--- config.mk ---
export PLATFORM = sky130hd
export DESIGN_NAME = seq_divider
export DESIGN_NICKNAME = d
export VERILOG_FILES = /design/src/rtl/seq_divider_pkg.sv /design/src/rtl/seq_divider_div_step.sv /design/src/rtl/seq_divider.sv
export SDC_FILE = /design/constraint.sdc
export NUM_CORES = 1
export LEC_CHECK = 0
export CORE_MARGIN = 4
export CORE_UTILIZATION = 35
export DETAILED_ROUTE_END_ITERATION = 7
export DONT_BUFFER_PORTS = 1
export PLACE_DENSITY = 0.55
export SLEW_MARGIN = 10
export SYNTH_ARGS = -nofsm -noshare
export SYNTH_HDL_FRONTEND = slang
export SYNTH_SLANG_ARGS = --single-unit
--- constraint.sdc ---
create_clock -name Clock -period 2.3 [get_ports Clock]
set_input_delay 0.46 -clock Clock [delete_from_list [all_inputs] [get_ports Clock]]
set_output_delay 0.46 -clock Clock [all_outputs]
set_load 0.1 [all_outputs]
--- src/rtl/seq_divider_pkg.sv ---
// Shared arithmetic-unit definitions used by the sequential divider and multiplier.
// State encoding and the divide-by-zero quotient constant live here.
package seq_divider_pkg;

  typedef enum logic [1:0] {
    IDLE  = 2'd0,
    RUN   = 2'd1,
    FIXUP = 2'd2
  } arith_state_t;

  // Quotient reported for a zero divisor: all ones in the low n bits (n <= 64).
  function automatic logic [63:0] div_zero_q(input int unsigned n);
    logic [63:0] m;
    m = '0;
    for (int unsigned i = 0; i < 64; i++) begin
      if (i < n) m[i] = 1'b1;
    end
    return m;
  endfunction

endpackage

--- src/rtl/seq_divider_div_step.sv ---
// One restoring-division iteration: shift {P,Q} left, trial-subtract D, keep or restore.
module seq_divider_div_step #(
  parameter int N = 8
) (
  input  logic [N:0]   i_p,
  input  logic [N-1:0] i_q,
  input  logic [N-1:0] i_d,
  output logic [N:0]   o_p,
  output logic [N-1:0] o_q
);

  logic [N+1:0] w_p_sh;
  logic [N+1:0] w_trial;

  assign w_p_sh  = {i_p, i_q[N-1]};
  assign w_trial = w_p_sh - {2'b00, i_d};

  // A set top bit of the trial means it went negative: restore.
  always_comb begin
    if (w_trial[N+1]) begin
      o_p = w_p_sh[N:0];
      o_q = {i_q[N-2:0], 1'b0};
    end else begin
      o_p = w_trial[N:0];
      o_q = {i_q[N-2:0], 1'b1};
    end
  end

endmodule

--- src/rtl/seq_divider.sv ---
// Sequential restoring divider, one quotient bit per clock, Start/Done handshake.
// Define DIV_SIGNED_EN for two's-complement operands with an extra sign-fixup cycle.
module seq_divider
  import seq_divider_pkg::*;
#(
  parameter int N = 8
) (
  input  logic         Clock,
  input  logic         Reset,
  input  logic         Start,
  input  logic [N-1:0] A,
  input  logic [N-1:0] B,
  output logic [N-1:0] Q,
  output logic [N-1:0] Rem,
  output logic         Busy,
  output logic         DivZero,
  output logic         Done
);

  localparam int CW = $clog2(N + 1);
  localparam logic [N-1:0] DZ_Q = N'(div_zero_q(N));

  arith_state_t r_state, w_state_nxt;
  logic [N:0]    r_p;
  logic [N-1:0]  r_q, r_d;
  logic [CW-1:0] r_cnt;
  logic          r_zpend;
  logic [N-1:0]  r_Q, r_Rem;
  logic          r_DivZero, r_Done;
  logic          w_accept;
  logic [N:0]    w_p_nxt;
  logic [N-1:0]  w_q_nxt;

`ifdef DIV_SIGNED_EN
  logic r_sa, r_sb;

  function automatic logic [N-1:0] mag(input logic [N-1:0] x);
    return x[N-1] ? (~x + 1'b1) : x;
  endfunction

  function automatic logic [N-1:0] apply_sign(input logic [N-1:0] x, input logic neg);
    return neg ? (~x + 1'b1) : x;
  endfunction
`endif

  seq_divider_div_step #(.N(N)) u_step (
    .i_p (r_p),
    .i_q (r_q),
    .i_d (r_d),
    .o_p (w_p_nxt),
    .o_q (w_q_nxt)
  );

  // While a divide-by-zero result is pending, a new request waits one cycle.
  always_comb begin
    w_state_nxt = r_state;
    w_accept    = 1'b0;
    case (r_state)
      IDLE: begin
        if (Start && !r_zpend) begin
          w_accept = 1'b1;
          if (B != '0) w_state_nxt = RUN;
        end
      end
      RUN: begin
        if (r_cnt == CW'(1)) begin
`ifdef DIV_SIGNED_EN
          w_state_nxt = FIXUP;
`else
          w_state_nxt = IDLE;
`endif
        end
      end
      default: w_state_nxt = IDLE;
    endcase
  end

  always_ff @(posedge Clock) begin
    if (Reset) begin
      r_state   <= IDLE;
      r_p       <= '0;
      r_q       <= '0;
      r_d       <= '0;
      r_cnt     <= '0;
      r_zpend   <= 1'b0;
      r_Q       <= '0;
      r_Rem     <= '0;
      r_DivZero <= 1'b0;
      r_Done    <= 1'b0;
`ifdef DIV_SIGNED_EN
      r_sa      <= 1'b0;
      r_sb      <= 1'b0;
`endif
    end else begin
      r_state <= w_state_nxt;
      r_Done  <= 1'b0;

      if (w_accept) begin
        r_p     <= '0;
        r_cnt   <= CW'(N);
        r_zpend <= (B == '0);
`ifdef DIV_SIGNED_EN
        r_q     <= (B == '0) ? A : mag(A);
        r_d     <= mag(B);
        r_sa    <= A[N-1];
        r_sb    <= B[N-1];
`else
        r_q     <= A;
        r_d     <= B;
`endif
      end

      // Zero divisor: r_q still holds the raw dividend.
      if (r_zpend) begin
        r_zpend   <= 1'b0;
        r_Q       <= DZ_Q;
        r_Rem     <= r_q;
        r_DivZero <= 1'b1;
        r_Done    <= 1'b1;
      end

      if (r_state == RUN) begin
        r_p   <= w_p_nxt;
        r_q   <= w_q_nxt;
        r_cnt <= r_cnt - CW'(1);
`ifndef DIV_SIGNED_EN
        if (r_cnt == CW'(1)) begin
          r_Q       <= w_q_nxt;
          r_Rem     <= w_p_nxt[N-1:0];
          r_DivZero <= 1'b0;
          r_Done    <= 1'b1;
        end
`endif
      end

`ifdef DIV_SIGNED_EN
      // Truncating division: quotient negative if signs differ, remainder follows A.
      if (r_state == FIXUP) begin
        r_Q       <= apply_sign(r_q, r_sa ^ r_sb);
        r_Rem     <= apply_sign(r_p[N-1:0], r_sa);
        r_DivZero <= 1'b0;
        r_Done    <= 1'b1;
      end
`endif
    end
  end

  assign Q       = r_Q;
  assign Rem     = r_Rem;
  assign DivZero = r_DivZero;
  assign Done    = r_Done;
  assign Busy    = (r_state != IDLE);

endmodule

======== Word level (Yosys, flattened, before mapping) ========
Index checks and enable logic that the tools add are counted.
cells by class
  $add $sub $neg .......................... 2
  equal/unequal tests ..................... 5
  multiplexer cells ....................... 26
  bitwise gates (word level) .............. 1
  reductions and logical operators ........ 9
operator list
  cell                                                                 number
  8-bit 2-to-1 mux                                                     8
  9-bit 2-to-1 mux                                                     3
  10-bit by 8-bit subtractor with 10-bit output                        1
  1-bit 2-to-1 mux                                                     9
  8-bit logical NOT                                                    1
  4-bit 2-to-1 mux                                                     2
  8-bit nonzero test                                                   1
  2-bit 2-to-1 mux                                                     3
  4-bit by 1-bit == test with 1-bit output (second input constant)     1
  2-bit != test (second input constant)                                2
  2-bit case mux with 2 select lines                                   1
  2-bit nonzero test                                                   2
  4-bit by 1-bit subtractor with 4-bit output (second input constant)  1
  3-bit AND reduction                                                  1
  3-bit OR reduction                                                   1
  2-bit by 1-bit == test with 1-bit output (second input constant)     1
  2-bit logical NOT                                                    1
  2-bit by 1-bit != test with 1-bit output (second input constant)     1
  1-bit logical AND                                                    1
  1-bit logical NOT                                                    1
  1-bit inverter                                                       1
word-level totals
  flip-flop bits (word level) ............. 50
  bits of input ports ..................... 19
  output and inout bits ................... 19
  logic and storage cells ................. 53

======== Logic depth before layout (Yosys ltp) ========
Gate-level depths: netlist of run 1.
  depth in word-level cells ............... 6
  depth in mapped cells ................... 9
  mapped depth without buffers ............ 9

======== Cells and area by module ========
A second synthesis of run 1 with hierarchy kept.
second synthesis, totals
  cell total of the unflattened synthesis .. 308
  area total of the unflattened synthesis .. 2760.1 um^2
modules (own cells, without submodules)
  module                instances  cells each  area each (um^2)  seq. area each (um^2)
  seq_divider           1          229         2150.8            980.9
  seq_divider_div_step  1          79          609.3             0.0

======== Worst setup path before layout of run 1 ========
Ideal clock, no wire load.
  path kind ............................... register -> register
  from .................................... reg r_state[0]
  to ...................................... reg r_p[8]
  library setup time ...................... 0.062 ns
  data arrival time ....................... 2.229 ns
  required time ........................... 2.238 ns
  path slack .............................. 0.009 ns
  stages on the path, launching flop included .. 7
  path buffers ............................ 2
  clock period less this slack ............ 2.291 ns
  cells stage by stage .................... dfxtp_1 -> buf_2 -> nor2b_1 -> clkbuf_1 -> nand2_1 -> or4b_1 -> nand3_1
on the way
  cells in the longest elaborated chain, start to end .. 3
  elaborated cells between the ends (all ways) .. 5
  classes of those cells .................. eq/ne (1); mux (2); reduce/logical (2)
RTL lines
  item                                 RTL line            text
  from (decl)                          seq_divider.sv:23   arith_state_t r_state, w_state_nxt;
  from (signal assigned)               seq_divider.sv:95   r_state <= w_state_nxt;
  2-bit logical NOT                    seq_divider.sv:58   case (r_state)
  1-bit 2-to-1 mux                     seq_divider.sv:58
  2-bit nonzero test (no source line)  --
  to (signal assigned)                 seq_divider.sv:123  r_p <= w_p_nxt;
  to (decl)                            seq_divider.sv:24   logic [N:0] r_p;
Several ways; a longest one is shown, not always the timed one.
A chain may end at the register's enable or synchronous reset.

======== Worst setup path after layout of run 1 ========
  from .................................... reg r_p[3]
  to ...................................... reg r_p[4]
on the way
  cells in the longest elaborated chain, start to end .. 3
RTL lines
  item                                           RTL line                    text
  10-bit by 8-bit subtractor with 10-bit output  seq_divider_div_step.sv:16  assign w_trial = w_p_sh - {2'b00, i_d};
  9-bit 2-to-1 mux (*)                           seq_divider_div_step.sv:20  if (w_trial[N+1]) begin
  9-bit 2-to-1 mux (*)                           seq_divider.sv:122          if (r_state == RUN) begin
Every way passes the cells marked *; elsewhere a longest branch is shown, timed or not.

==> results of run 1 <==
[flip-flops by register name, summed over array words and instances, names as in the netlist]
name / flops
Rem: 8
r_state: 1
DivZero: 1
Done: 1
r_d: 8
r_p: 9
Q: 8
r_zpend: 1
r_q: 8
r_cnt: 4
[per-layer routing]
metal  routed length (um)  vias up  global-route usage [%]
met5                    0        -                       0
li1                     -     1238                       -
met1                 3310     1153                    20.7
met3                  296        8                    3.16
met4                   86        0                    4.50
met2                 3220       44                    25.0
[area by class of cell]
type                       count  share of cell area, %
multi-input combinational    242                   51.2
timing repair buffer          38                   9.11
clock buffer                   5                   2.20
inverter                      11                   1.32
clock inverter                 3                  0.839
sequential                    49                   31.4
tap                           99                   3.96
[critical path: stages, from the launching register on]
cell and delay, ns:
dfxtp_1 0.37, ha_1 0.36, a21o_1 0.24, a211o_1 0.30, o211a_1 0.33, o311ai_0 0.38, o211ai_1 0.14
[what timing repair did]
| item | CTS | global route |
|---|---|---|
| buffers inserted | 0 | 2 |
| resized for setup | 1 | 11 |
| pin swaps | 0 | 4 |
| gates cloned | 0 | 1 |
| endpoints found under the setup margin | 1 | 17 |
[final timing paths]
path	from	to
worst max-delay path	r_p[3]	r_p[4]
worst min-delay path	Reset	r_state[0]
worst max register to register	r_p[3]	r_p[4]
worst min register to register	r_d[7]	r_d[7]
[cell usage in the layout, fill, tap and decap left out, drive strengths merged, types with 3 or more instances in the layout]
cell    netlist  final
dfxtp        49     49
a311o         7      7
a21o          5      5
a211oi        6      6
ha           10     10
nor3         22     22
o311ai        4      4
clkbuf       16      5
nand2        37     37
o311a         5      5
and2          4      4
mux2i         8      8
nor4          5      5
inv          11     12
o211ai        6      6
nor2         30     30
o21ai        10     10
o21a          5      5
xnor2         3      3
nand3         5      6
a21oi        35     35
xor2          3      3
buf           8     38
[synthesized netlist by cell type, drive strengths merged, types with 7 or more instances]
master / n
o21ai: 10
inv: 11
mux2i: 8
a311o: 7
dfxtp: 49
nor2: 30
ha: 10
nor3: 22
buf: 8
a21oi: 35
nand2: 37
clkbuf: 16
[power breakdown]
group	internal, W	switching (W)
registers	0.000900	0.0000567
logic	0.000353	0.000576
clock network	0.000222	0.000336
total	0.00147	0.000969
[logic make-up after synthesis]
kind of cell,after synthesis,synth area share [%]
and+or+nand+nor,115,20.5
AOI/OAI and AO/OA,100,26.4
DFF,49,36.6
buffers and inverters,35,5.65
adders and majority gates,11,5.42
muxes,9,3.41
xor gates and xnor gates,6,1.96
[metrics by stage]
| stage | hold slack, ns | setup TNS [ns] | util, % |
|---|---|---|---|
| finish | 0.205 | 0 | 42.7 |
| detailed placement | 0.468 | 0 | 40.5 |
| global route | 0.186 | -0.0168 | 42.7 |
| global placement | 0.459 | 0 | 40.5 |
| floorplan | 0.454 | 0 | - |
| CTS | 0.198 | 0 | 41.9 |
==> flow_metrics.tcl, run 1 <==
set metrics [dict create \
    outcome "finished, final reports clean" \
    finalWorstSetupSlack_ns 0.0743 \
    dr_total_vias 2443 \
    placed_cells 436 \
    rows 31 \
    p_leak_nw 1.18 \
    cts_root_buf "clkbuf_8" \
    slew_viol_final 0 \
    wl_per_cell_um 15.5 \
    clock_sinks 49 \
    min_period_ns 2.23 \
    hold_path_depth 1 \
    clkLatencyLatePin_ns 0.31 \
    die_area_um2 9110 \
    antenna_found_initial 0 \
    multi_input_comb_area_um2 1600 \
    grt_pass1_wl_um 11200 \
    postRouteAntennaNets 0 \
    viasPerCell 5.47 \
    relSlewSlack_pct 61.9 \
    start_util_pct 36.5 \
    rsz0062_at_grt "true" \
    gp_congestion 0.807 \
    p_total_w 0.00244 \
    die_w_um 95.5 \
    crit_type "reg -> reg" \
    cts_tree "built" \
    clock_skew_ns 0.00954 \
    yosysSeqAreaShare_pct 36.6 \
    area_growth_pct 16.9 \
    period_share_pct 96.8 \
    synth.top_cell.area_share_pct 36.6 \
    drc_errors 0 \
    final_area_um2 3130 \
    drive_above_1_share_pct 17.8 \
    hold_path.class "in -> reg" \
    cts.clk_slew.worst_paths_ns 0.10 \
    drt-initial-drc-count 136 \
    worstMarginPinSlew_ns 0.570 \
    fin_cells 447 \
    ff2ff_path_depth 6 \
    grt_pass1_vias 2288 \
    start_kind "flop" \
    ys.warnings.count 0 \
    place_area_um2 2970 \
    timing.fmax_mhz 449 \
    ctsHtreeMaxLevel 2 \
    synth_area_leaders "dfxtp_1, a21oi_1, nand2_1" \
    layout.nets 377 \
    core_area_um2 7330 \
    ys.flop_type "dfxtp_1" \
    drv_cap 0 \
    place.port_buffers 0 \
    final_hold_viol_count 0 \
    peakVddDrop_mv 0.327 \
    crit_required_ns 2.49 \
    nFillCells 730 \
    critPathMaxFanout 8 \
    clock_path_buffers 2 \
    syn_nets 355 \
    synth.distinct_cells 50 \
    ff_latch_area_um2 982 \
    overflow 0 \
    holdBufCountCts 0 \
    syn_area_um2 2680 \
    grt_max_degree 44 \
    arrival_ns 2.42 \
    avgSynthCellArea_um2 8.24 \
    dp_slack_ns 0.0224 \
    pwr_density_cell_nw_per_um2 781 \
    cp-end-kind "flop" \
    die_h_um 95.5 \
    synth_enable_flop_cells 0 \
    routed_wl_um 6910 \
    syn_inst 325 \
    numCtsBuffers 5 \
    setup_violations 0 \
    first_pass_iters 4 \
    antenna_cells 0 \
    ys_async_sr_fraction_pct 0 \
    dpl.hpwl_um 4860 \
    post-synth-top-area-cell "dfxtp_1" \
    synth-seq-cells 49 \
    pin_count 38 \
    rrSetupSlack_ns 0.07 \
    grt_use_total_pct 15.4 \
]
(Power assumes the default switching activity.)
==> run 2: changes to the inputs <==
Settings changed: HOLD_SLACK_MARGIN set to 0.15, PLACE_DENSITY 0.55 to 0.53.
Clock period 2.3 ns to 2.55 ns, I/O delays scaled along.
==> flow_metrics.tcl, run 2 (synthesized netlist as in run 1, its figures left out) <==
set metrics [dict create \
    outcome "finished, final reports clean" \
    drc_errors 0 \
    area_growth_pct 12.0 \
    cts_root_buf "clkbuf_8" \
    grt_max_degree 44 \
    slew_viol_final 0 \
    r2r_start "r_q[7]" \
    cts_tree "built" \
    final_common_cell "dfxtp_1" \
    worst_path_largest_cell_delay_ns 0.46 \
    switching_share_pct 39.0 \
    overflow 0 \
    cp-end-kind "flop" \
    largest_reg_flops 9 \
    start_kind "flop" \
    hold_path_depth 1 \
    critPathMaxFanout 3 \
    gp_congestion 0.833 \
    rows 31 \
    rsz0062_at_grt "false" \
    pwr_density_cell_nw_per_um2 676 \
    grt_pass1_wl_um 10900 \
    timing.fmax_mhz 431 \
    die_area_um2 9110 \
    dpl.hpwl_um 4890 \
    viasPerCell 5.54 \
    clock_skew_ns 0.00787 \
    antenna_found_initial 0 \
    fin_cells 435 \
    pin_count 38 \
    holdBufCountCts 0 \
    setup_violations 0 \
    finalWorstSetupSlack_ns 0.227 \
    dp_slack_ns 0.152 \
    layout.nets 365 \
    wl_per_cell_um 15.4 \
    cpMostUsedCell "inv_1" \
    crit_required_ns 2.80 \
    wl_met2_um 3020 \
    final_area_um2 3000 \
    path_cells "inv_1 -> ha_1 -> inv_1 -> fa_1 -> a21o_1 -> a221oi_2 -> o2bb2ai_1 -> or4b_1 -> nand3_1" \
    die_h_um 95.5 \
    peakVddDrop_mv 0.274 \
    grt_pass1_vias 2240 \
    crit_slowest_cell "or4b_1" \
    crit_type "reg -> reg" \
    top_register "r_p" \
    relSlewSlack_pct 22.9 \
    crit_family "compound AO/OA/AOI/OAI gates" \
    worstMarginPinSlew_ns 1.15 \
    p_int_w 0.00124 \
    mostFrequentLayoutCells "dfxtp_1, nand2_1, a21oi_1" \
    routed_wl_um 6700 \
    final_core_util_pct 40.9 \
    cts_resized 0 \
    core_area_um2 7330 \
    drt-initial-drc-count 127 \
    drive_above_1_share_pct 13.7 \
    min_period_ns 2.32 \
    hold_path.class "in -> reg" \
    tns_ns 0 \
    top_layer_used "met4" \
    dr_total_vias 2409 \
    place_area_um2 2900 \
    m1WireLength_um 3270 \
    period_share_pct 91.1 \
    place.port_buffers 0 \
    grt_use_total_pct 15.2 \
    arrival_ns 2.58 \
    drv_cap 0 \
    r2r_end "r_p[8]" \
    ctsHtreeMaxLevel 2 \
    first_pass_iters 4 \
    p_clk_share_pct 23.7 \
    clock_path_buffers 2 \
    postCtsSetupBuffers 0 \
    start_util_pct 36.5 \
    rrSetupSlack_ns 0.23 \
    p_leak_nw 1.11 \
    p_switching_w 0.000791 \
    clock_sinks 49 \
    clkLatencyLatePin_ns 0.31 \
    hold_start "Reset" \
    worstHoldEndpoint "r_state[0]" \
    comb_power_share_pct 33.9 \
    numCtsBuffers 5 \
    seqPwrFrac_pct 42.5 \
    placed_cells 427 \
    cts.clk_slew.worst_paths_ns 0.10 \
    final_hold_viol_count 0 \
    antenna_cells 0 \
    die_w_um 95.5 \
    ff2ff_path_depth 9 \
    postRouteAntennaNets 0 \
    route.met3.wl_um 311 \
    path_buf_inv 2 \
]
## run 2: cell types whose count changed in the layout (fill, tap and decap cells not counted), sizes merged
cell	change
clkinv	+1
clkinvlp	-1
buf	-11
nand3	-1
## run 2: layout make-up
class,count,area (um^2)
flip-flops and latches,49,982
fillers,787,4330
inverters,11,41.3
clock inverters,3,21.3
well taps,99,124
clock buffers,5,68.8
multi-input cells,241,1560
repair buffers,27,203
## run 2: power groups by stage
stage	Clock (W)	Sequential, W	Combinational (W)
2_1_floorplan	0	0.000918	0.000519
3_3_place_gp	0	0.000878	0.000673
4_1_cts	0.000496	0.000861	0.000679
3_5_place_dp	0	0.000879	0.000674
5_1_grt	0.000530	0.000869	0.000761
6_report	0.000479	0.000861	0.000686
## run 2: worst max path at each step
stage | startpoint | endpoint | slack [ns] | cells past startpoint
after CTS | r_q[7] | r_p[8] | 0.13 | 9
after floorplan | r_state[0] | r_p[8] | 0.26 | 6
after global placement | r_q[7] | r_p[8] | 0.20 | 9
after global routing | r_d[6] | Rem[5] | 0.05 | 7
final | r_q[7] | r_p[8] | 0.23 | 9
after detailed placement | r_q[7] | r_p[8] | 0.15 | 9
## run 2: routing by layer
layer | global-route usage (%) | vias to the layer above
met2 | 23.8 | 61
met1 | 21.3 | 1123
met4 | 4.27 | 0
met5 | 0 | -
li1 | - | 1211
met3 | 2.92 | 14
## run 2: worst register-to-register path, cell delays in order (launching register included)
cell and delay (ns):
dfxtp_1 0.33, inv_1 0.08, ha_1 0.17, inv_1 0.05
fa_1 0.40, a21o_1 0.21, a221oi_2 0.29, o2bb2ai_1 0.20
or4b_1 0.46, nand3_1 0.09
## run 2: stage by stage
stage	hold WS, ns	total power, W
after floorplan	0.454	0.00144
after global placement	0.458	0.00155
after detailed placement	0.463	0.00155
after CTS	0.252	0.00204
after global routing	0.246	0.00216
final	0.259	0.00203
==> run 3: changes to the inputs <==
Settings changed: CORE_UTILIZATION 35 to 60, PLACE_DENSITY 0.53 to 0.8.
==> flow_metrics.tcl, run 3 (synthesized netlist as in run 1, its figures left out) <==
set metrics [dict create \
    grt_max_degree 44 \
    place.port_buffers 0 \
    ff2ff_path_depth 6 \
    cts_root_buf "clkbuf_8" \
    core_area_um2 4320 \
    top_register "r_p" \
    die_area_um2 5600 \
    p_leak_nw 1.10 \
    routed_wl_um 6380 \
    relSlewSlack_pct 38.8 \
    arrival_ns 2.69 \
    cts.clk_slew.worst_paths_ns 0.10 \
    critPathMaxFanout 8 \
    antenna_cells 0 \
    dr_total_vias 2460 \
    worstHoldEndpoint "r_q[6]" \
    antenna_found_initial 0 \
    area_growth_pct 9.39 \
    clkLatencyLatePin_ns 0.31 \
    die_w_um 74.8 \
    first_pass_iters 5 \
    mostFrequentLayoutCells "dfxtp_1, nand2_1, a21oi_1" \
    slew_viol_final 0 \
    crit_required_ns 2.75 \
    postCtsSetupBuffers 0 \
    final_area_um2 2930 \
    largest_reg_flops 9 \
    tns_ns 0 \
    grt_use_total_pct 23.7 \
    final_common_cell "dfxtp_1" \
    cts_tree "built" \
    place_area_um2 2830 \
    ctsHtreeMaxLevel 2 \
    pin_count 38 \
    r2r_end "r_p[0]" \
    setup_violations 0 \
    cp-end-kind "flop" \
    min_period_ns 2.49 \
    hold_path_depth 1 \
    drc_errors 0 \
    gp_congestion 0.902 \
    fin_cells 386 \
    clock_path_buffers 2 \
    clock_skew_ns 0.0102 \
    cts_resized 0 \
    pwr_density_cell_nw_per_um2 696 \
    placed_cells 378 \
    layout.nets 363 \
    grt_pass1_vias 2277 \
    drv_cap 0 \
    wl_per_cell_um 16.5 \
    dp_slack_ns 0.165 \
    hold_ws_ns 0.258 \
    rows 24 \
    rsz0062_at_grt "false" \
    hold_path.class "in -> reg" \
    timing.fmax_mhz 402 \
    period_share_pct 97.6 \
    die_h_um 74.8 \
    overflow 0 \
    r2r_start "r_p[3]" \
    finalWorstSetupSlack_ns 0.0609 \
    holdBufCountCts 0 \
    rrSetupSlack_ns 0.06 \
    viasPerCell 6.37 \
    start_kind "flop" \
    numCtsBuffers 5 \
    postRouteAntennaNets 0 \
    final_hold_viol_count 0 \
    worstMarginPinSlew_ns 0.911 \
    drt-initial-drc-count 209 \
    clock_sinks 49 \
    dpl.hpwl_um 4340 \
    outcome "finished, final reports clean" \
    peakVddDrop_mv 0.554 \
    start_util_pct 61.9 \
    hold_start "Reset" \
    crit_type "reg -> reg" \
    drive_above_1_share_pct 13.2 \
    grt_pass1_wl_um 10400 \
]
## run 3: routing by layer
metal	GRT usage, %	wire length [um]	share of wire [%]	vias to the layer above
met3	5.87	340	5.3	8
met1	29.8	2810	44	1176
li1	-	-	-	1201
met5	0	0	0	-
met2	39.3	3150	49	75
met4	8.70	87	1.4	0
## run 3: cell type report
class                   instances  area [um^2]
flip-flops and latches         49          982
well taps                      52         65.1
inverters                      11         41.3
fillers                       382         1400
repair buffers                 25          188
clock buffers                   5         68.8
multi-input cells             241         1560
clock inverters                 3         26.3
## run 3: worst max-delay path by stage
stage              to       start  cells after the start  slack, ns
6_report       r_p[0]      r_p[3]                      6       0.06
2_1_floorplan  r_p[8]  r_state[0]                      6       0.26
3_3_place_gp   r_p[8]      r_q[7]                      9       0.24
5_1_grt        r_p[8]      r_q[7]                      9       0.02
4_1_cts        r_p[8]      r_q[7]                      9       0.10
3_5_place_dp   r_p[8]      r_q[7]                      9       0.17
## run 3: through the flow
step	util [%]	power, W
2_1_floorplan	-	0.00144
3_3_place_gp	65.4	0.00152
3_5_place_dp	65.4	0.00154
4_1_cts	67.6	0.00203
5_1_grt	67.7	0.00214
6_report	67.7	0.00204
## run 3: worst max-delay path, cell delays in order, from the launching register on
cell      delay, ns
dfxtp_1        0.36
ha_1           0.36
a21o_1         0.24
a211oi_1       0.54
and3_1         0.43
o31ai_1        0.18
a32o_1         0.27
## run 3: where the power goes
group	switching, W	total [W]	leakage, nW	internal, W
combinational	0.000458	0.000679	0.657	0.000221
sequential	0.0000580	0.000869	0.399	0.000811
clock	0.000290	0.000490	0.0423	0.000200
